===== config.mk =====
export PLATFORM = sky130hd
export DESIGN_NAME = enigma_msg_ctrl
export DESIGN_NICKNAME = d
export VERILOG_FILES = /design/src/rtl/enigma_pkg.sv /design/src/rtl/enigma_msg_ctrl.sv
export SDC_FILE = /design/constraint.sdc
export NUM_CORES = 1
export LEC_CHECK = 0
export CAP_MARGIN = 15
export CORE_UTILIZATION = 49
export DETAILED_ROUTE_END_ITERATION = 12
export PLACE_DENSITY = 0.85
export SYNTH_ARGS = -nofsm -noshare
export SYNTH_HDL_FRONTEND = slang
export SYNTH_SLANG_ARGS = --single-unit

===== constraint.sdc =====
create_clock -name clk -period 5.7 [get_ports clk]
set_input_delay 1.425 -clock clk [delete_from_list [all_inputs] [get_ports clk]]
set_output_delay 1.425 -clock clk [all_outputs]
set_load 0.01 [all_outputs]

===== src/rtl/enigma_pkg.sv =====
// Shared types and constants for the enigma message controller.
// Holds the controller state encoding plus the character and key types.
package enigma_pkg;

   localparam int ALPHA = 26;

   typedef logic [4:0]  char_t;
   typedef logic [14:0] key_t;

   typedef enum logic [2:0] {
      IDLE  = 3'd0,
      LOAD  = 3'd1,
      GET   = 3'd2,
      ISSUE = 3'd3,
      WAIT  = 3'd4,
      OUT   = 3'd5,
      DONE  = 3'd6
   } state_e;

endpackage


===== src/rtl/enigma_msg_ctrl.sv =====
// Message-level sequencer for the enigma cipher core: loads the key, then
// streams each character through the core (or around it for non-letters).
module enigma_msg_ctrl #(
   parameter int CORE_LAT = 1,
   parameter int LEN_W    = 8,
   parameter int ALPHA    = enigma_pkg::ALPHA
) (
   input  logic             clk,
   input  logic             reset,
   input  logic             start,
   input  logic             abort,
   input  logic [14:0]      cfg_key,
   input  logic [1:0]       cfg_rA,
   input  logic [1:0]       cfg_rB,
   input  logic [1:0]       cfg_rC,
   input  logic [LEN_W-1:0] cfg_len,
   input  logic             in_valid,
   input  logic [4:0]       in_char,
   output logic             in_ready,
   output logic             out_valid,
   output logic [4:0]       out_char,
   output logic             out_last,
   input  logic             out_ready,
   output logic [14:0]      core_key,
   output logic [1:0]       core_rA_cfg,
   output logic [1:0]       core_rB_cfg,
   output logic [1:0]       core_rC_cfg,
   output logic             core_load_key_cfg,
   output logic             core_new_char_pulse,
   output logic [4:0]       core_char_in,
   input  logic [4:0]       core_char_out,
   output logic             busy,
   output logic             done,
   output logic             cfg_err
);
   import enigma_pkg::*;

   localparam logic [LEN_W-1:0] ONE_LEN = LEN_W'(1);

   state_e           state_q, state_d;
   key_t             key_q, key_d;
   logic [1:0]       ra_q, ra_d, rb_q, rb_d, rc_q, rc_d;
   char_t            char_in_q, char_in_d;
   char_t            out_char_q, out_char_d;
   logic [LEN_W-1:0] remaining_q, remaining_d;
   logic [3:0]       wait_q, wait_d;
   logic             cfg_err_q, cfg_err_d;
   logic             collision;

   assign collision = (cfg_rA == cfg_rB) || (cfg_rA == cfg_rC) || (cfg_rB == cfg_rC);

   always_ff @(posedge clk or posedge reset) begin
      if (reset) begin
         state_q     <= IDLE;
         key_q       <= '0;
         ra_q        <= '0;
         rb_q        <= '0;
         rc_q        <= '0;
         char_in_q   <= '0;
         out_char_q  <= '0;
         remaining_q <= '0;
         wait_q      <= '0;
         cfg_err_q   <= 1'b0;
      end else begin
         state_q     <= state_d;
         key_q       <= key_d;
         ra_q        <= ra_d;
         rb_q        <= rb_d;
         rc_q        <= rc_d;
         char_in_q   <= char_in_d;
         out_char_q  <= out_char_d;
         remaining_q <= remaining_d;
         wait_q      <= wait_d;
         cfg_err_q   <= cfg_err_d;
      end
   end

   always_comb begin
      state_d     = state_q;
      key_d       = key_q;
      ra_d        = ra_q;
      rb_d        = rb_q;
      rc_d        = rc_q;
      char_in_d   = char_in_q;
      out_char_d  = out_char_q;
      remaining_d = remaining_q;
      wait_d      = wait_q;
      cfg_err_d   = 1'b0;

      // Abort overrides every other transition once a message is underway.
      if (state_q != IDLE && abort) begin
         state_d = IDLE;
      end else begin
         case (state_q)
            IDLE: begin
               if (start && !abort) begin
                  if (collision) begin
                     cfg_err_d = 1'b1;
                  end else begin
                     key_d       = cfg_key;
                     ra_d        = cfg_rA;
                     rb_d        = cfg_rB;
                     rc_d        = cfg_rC;
                     remaining_d = cfg_len;
                     state_d     = LOAD;
                  end
               end
            end
            LOAD: state_d = (remaining_q == '0) ? DONE : GET;
            GET: begin
               if (in_valid) begin
                  char_in_d = in_char;
                  if (int'(in_char) < ALPHA) begin
                     state_d = ISSUE;
                  end else begin
                     out_char_d = in_char;
                     state_d    = OUT;
                  end
               end
            end
            ISSUE: begin
               wait_d  = 4'(CORE_LAT);
               state_d = WAIT;
            end
            WAIT: begin
               if (wait_q <= 4'd1) begin
                  out_char_d = core_char_out;
                  state_d    = OUT;
               end else begin
                  wait_d = wait_q - 4'd1;
               end
            end
            OUT: begin
               if (out_ready) begin
                  if (remaining_q != '0) begin
                     remaining_d = remaining_q - ONE_LEN;
                  end
                  state_d = (remaining_q <= ONE_LEN) ? DONE : GET;
               end
            end
            DONE:    state_d = IDLE;
            default: state_d = IDLE;
         endcase
      end
   end

   // Every control output is a decode of registered state only.
   assign in_ready            = (state_q == GET);
   assign out_valid           = (state_q == OUT);
   assign out_last            = (state_q == OUT) && (remaining_q == ONE_LEN);
   assign out_char            = out_char_q;
   assign core_key            = key_q;
   assign core_rA_cfg         = ra_q;
   assign core_rB_cfg         = rb_q;
   assign core_rC_cfg         = rc_q;
   assign core_load_key_cfg   = (state_q == LOAD);
   assign core_new_char_pulse = (state_q == ISSUE);
   assign core_char_in        = char_in_q;
   assign busy                = (state_q != IDLE);
   assign done                = (state_q == DONE);
   assign cfg_err             = cfg_err_q;

endmodule


# Word-level counts from Yosys, hierarchy flattened
# Index checks and enable logic that the tools add are counted.
# totals
regBits,47
output_inout_bits,39
elab_cells,84
# op_classes
add_sub_neg,2
n_lt_le_gt_ge,3
eq_ne,23
n_mux,25
bitwise,2
n_reduce_logical,19
# ops
operator,n
two-way mux 8 bit,4
two-way mux 3 bit,9
case mux 3 bit (6 select lines),1
case mux 8 bit (2 select lines),1
two-way mux 5 bit,3
!= test 2 bit (second input constant),6
case mux 5 bit (2 select lines),1
AND reduction 5 bit,2
equality test 3 bit (second input constant),3
!= test 3 bit (second input constant),3
equality test 8 x 1 -> 1 bit (second input constant),1
<= comparator 8 x 1 -> 1 bit (second input constant),1
logical NOT 8 bit,1
case mux 4 bit (2 select lines),1
nonzero test 8 bit,1
subtractor 8 x 1 -> 8 bit (second input constant),1
equality test 2 bit,3
equality test 3 x 2 -> 1 bit (second input constant),2
AND reduction 3 bit,2
AND reduction 6 bit,1
nonzero test 2 bit,3
less-than comparator 5 bit (second input constant),1
<= comparator 4 x 1 -> 1 bit (second input constant),1
two-way mux 1 bit,4
other kinds (13),18

# Longest topological paths before layout
# depth
word_depth,7
ltp_mapped,8
depth_no_buf,7

# Least setup slack after synthesis
# Ideal clock, no wire load.
# synth_path
path_kind,input port to flip-flop
start,input abort
end,register remaining_q[1]
setup_time_ps,126
arrival_ps,2751
required_ps,5574
setup_slack_ps,2823
stages,6
path_buffers,2
path_cell_list,clkbuf_1 -> nor2b_1 -> a31oi_4 -> or4_1 -> buf_2 -> mux2i_1
# synth_between
elab_chain_cells,4
# synth_rtl
element,line_no,rtl
from (decl),enigma_msg_ctrl.sv:11,"input logic abort,"
logical NOT 1 bit,enigma_msg_ctrl.sv:96,if (start && !abort) begin
logical AND 1 bit,enigma_msg_ctrl.sv:96,
!= test 2 bit (no source line),-,
AND reduction 6 bit (no source line) (*),-,
to (signal assigned),enigma_msg_ctrl.sv:72,remaining_q <= remaining_d;
to (decl),enigma_msg_ctrl.sv:45,"logic [LEN_W-1:0] remaining_q, remaining_d;"
# Every way passes the cells marked *; elsewhere a longest branch is shown, timed or not.
# A chain may end at the register's enable or synchronous reset.

# Worst setup path after layout
# layout_path
start,register state_q[0]
end,output out_last
# layout_between
elab_chain_cells,2
# layout_rtl
element,line_no,rtl
from (decl),enigma_msg_ctrl.sv:40,"state_e state_q, state_d;"
from (signal assigned),enigma_msg_ctrl.sv:65,state_q <= state_d;
equality test 3 bit,enigma_msg_ctrl.sv:150,assign out_last = (state_q == OUT) && (remaining_q == ONE_LEN);
logical AND 1 bit,enigma_msg_ctrl.sv:150,
to (decl),enigma_msg_ctrl.sv:22,"output logic out_last,"
# No other way between the ends.

==> impl_metrics.json <==
{
  "status": "finished, final reports clean",
  "antenna_found_initial": 0,
  "ant_nets": 0,
  "rsz0062_at_grt": "no",
  "busiest_layer": "met2",
  "cp-start-kind": "register",
  "num_vias": 2051,
  "cts_buffers": 5,
  "synth.area.mux_share_pct": 15.5,
  "cp_slowest_stage_delay_ns": 0.56,
  "met2_usage_pct": 37.1,
  "fin_cells": 382,
  "period_needed_ns": 4.01,
  "cp.required_ns": 4.28,
  "post-place-ws_ns": 2.06,
  "die_h_um": 72.9,
  "ys_warn_count": 0,
  "avgRoutedWirePerCell_um": 14.7,
  "arrival_ns": 2.58,
  "relSlewSlack_pct": 35.9,
  "use_met1_pct": 27.4,
  "cts_root_buf": "clkbuf_8",
  "start_util_pct": 51.5,
  "synth-xor-area-share_pct": 2.49,
  "grt_start_max_net_pins": 48,
  "crit_start": "state_q[0]$_DFFE_PP0P_",
  "vias_per_cell": 5.37,
  "numPortBuffers": 83,
  "dp_cells": 374,
  "clock_sinks": 47,
  "boundaryPins": 84,
  "cp_top_family": "buffers and inverters",
  "p_per_area_nw_per_um2": 480,
  "synth-compound-area-share_pct": 13.1,
  "crit_type": "reg2out",
  "fp.coreArea_um2": 4790,
  "synth_simple_gate_area_share_pct": 16.1,
  "h-tree-depth": 2,
  "place.gp.congestion": 0.909,
  "synth-seq-area-share_pct": 47.7,
  "synth_cell_types": 40,
  "max_freq_ghz": 0.249,
  "syn-num-nets": 281,
  "rows": 25,
  "cts_tree": "done",
  "worst_r2r_startpoint": "state_q[1]$_DFFE_PP0P_",
  "synthTopCellsByArea": "dfrtp_1 (48%), mux2_2 (15%), nand2_1 (4.1%), xnor2_1 (2.5%), o21ai_0 (2.2%)",
  "worstMarginPinSlew_ns": 0.960,
  "cts_hold_buf": 0,
  "finalHoldViolations": 0,
  "synth_top_family_by_area": "simple AND/OR/NAND/NOR gates",
  "hold_class": "reg2reg",
  "worst_slack_ns": 1.69,
  "routed_wl_mm": 5.60,
  "cts_buffer_depth": 2,
  "dr.pass1.iters": 4,
  "async_flop_share_pct": 100,
  "grt_pass1_vias": 1893,
  "skew_ns": 0.00603,
  "grt_pass1_wl_mm": 8.86,
  "die_w_um": 72.9,
  "critPathBufInv": 2,
  "placed_area_um2": 3350,
  "grt_usage_pct": 21.9,
  "setup_tns_ns": 0,
  "synth_edf_count": 0,
  "vdd_drop_max_v": 0.000319,
  "path_cells": "nor2b_1 > nand2_1 > inv_1 > nand2_1 > nor2_1 > clkdlybuf4s50_1",
  "drive_above_1_share_pct": 15.2,
  "hold_start": "core_key[4]$_DFFE_PP0P_",
  "crit_path_top_delay_cell": "dfrtp_1",
  "drt_iter0_drc": 65,
  "diodes": 0,
  "crit_top_cell": "nand2_1",
  "dieArea_um2": 5320,
  "ys_ff_latch": 47,
  "ctsResizeCount": 0,
  "final_nets": 363,
  "finalMaxSlewViolations": 0,
  "synth_top_flop_cell": "dfrtp_1",
  "design_area_um2": 3460,
  "worstSetupEndpointType": "output port",
  "syn_inst": 232,
  "avgSynthCellArea_um2": 10.6,
  "clkTransAtPathRegs_ns": 0.09,
  "synthToLayoutAreaGrowth_pct": 40.4,
  "power_uw": 1660,
  "synth_area_um2": 2470,
  "postCtsSetupRepairBufs": 0,
  "drv_cap": 0,
  "final-setup-viol-count": 0,
  "synth.top_cell.area_share_pct": 47.7,
  "drc": 0,
  "critPathMaxFanout": 18,
  "synth_adder_area_share_pct": 2.44,
  "yosysTopAreaCell": "dfrtp_1",
  "grt_use_met3_pct": 5.25,
  "period_share_pct": 70.3,
  "leakage_uw": 0.00145,
  "grt_overflow": 0,
  "dp_hpwl_mm": 4.06,
  "clk_latency_ns": 0.30
}
## per-stage QoR
stage | utilization, % | hold slack, ns
3_5_place_dp | 70.0 | 0.493
5_1_grt | 72.4 | 0.523
6_report | 72.4 | 0.511
2_1_floorplan | - | 0.463
3_3_place_gp | 70.0 | 0.481
4_1_cts | 72.4 | 0.514
## registers in the layout, indices dropped and copies added, names as in the netlist, 3 cells and up
register / flops
core_key: 15
remaining_q: 8
core_char_in: 5
out_char: 5
wait_q: 4
state_q: 3
## cell type report
cell class                      instances  area, µm²
Fill cell                             356       1320
Clock inverter                          3       46.3
Multi-Input combinational cell        169       1220
Clock buffer                            5       68.8
Timing Repair Buffer                   84        838
Sequential cell                        47       1180
Inverter                                7       26.3
Tap cell                               67       83.8
## report_power, final
| group | switching (µW) | leakage, µW | total [µW] | internal (µW) |
|---|---|---|---|---|
| Sequential | 120 | 0.000579 | 609 | 488 |
| Combinational | 342 | 0.000821 | 800 | 458 |
| Clock | 121 | 0.0000548 | 253 | 132 |
## kinds of logic (layout without fill, tap and decap cells)
logic type / Yosys count / count (layout)
compound gates: 46 / 46
xor+xnor: 7 / 7
fa+ha+maj: 5 / 5
buf+inv: 16 / 99
flops: 47 / 47
mux: 34 / 34
simple gates: 77 / 77
## metal layers
metal,up-vias,wire (µm)
li1,991,-
met1,970,2450
met2,82,2740
met3,8,349
met4,0,57
met5,-,0
## layout by cell type (no fill, tap or decap), types with 5 or more instances in the layout
cell	count
nor3_1	9
nor2b_1	7
inv_1	6
xnor2_1	7
clkbuf_8	5
clkdlybuf4s50_1	83
nor2_1	11
nand2_1	27
mux2_2	33
o41ai_1	6
a21oi_1	10
nand2b_1	5
o21ai_0	11
dfrtp_1	47
## worst paths after layout
check	end	slack (ns)	depth (start not counted)
worst max register to register	remaining_q[7]$_DFFE_PP0P_	3.13	5
worst min-delay path	core_key[4]$_DFFE_PP0P_	0.51	1
worst min register to register	core_key[4]$_DFFE_PP0P_	0.51	1
min in group asynchronous	core_key[12]$_DFFE_PP0P_	1.67	2
max in group asynchronous	out_char[1]$_DFFE_PP0P_	3.43	2
worst max-delay path	out_last	1.69	6
## synthesized netlist by cell type (2+ instances only)
master / number
a21o_1: 2
a21oi_1: 10
a31oi_1: 2
buf_2: 5
clkbuf_1: 4
dfrtp_1: 47
ha_1: 4
inv_1: 7
mux2_2: 33
nand2_1: 27
nand2b_1: 5
nand3_1: 2
nor2_1: 11
nor2b_1: 7
nor3_1: 9
nor3b_1: 2
nor4_1: 2
o21ai_0: 11
o21ai_1: 2
o21bai_1: 3
o31ai_1: 4
o41ai_1: 6
or3_1: 2
or4_1: 3
xnor2_1: 7
Power figures use the tool's default switching activity.
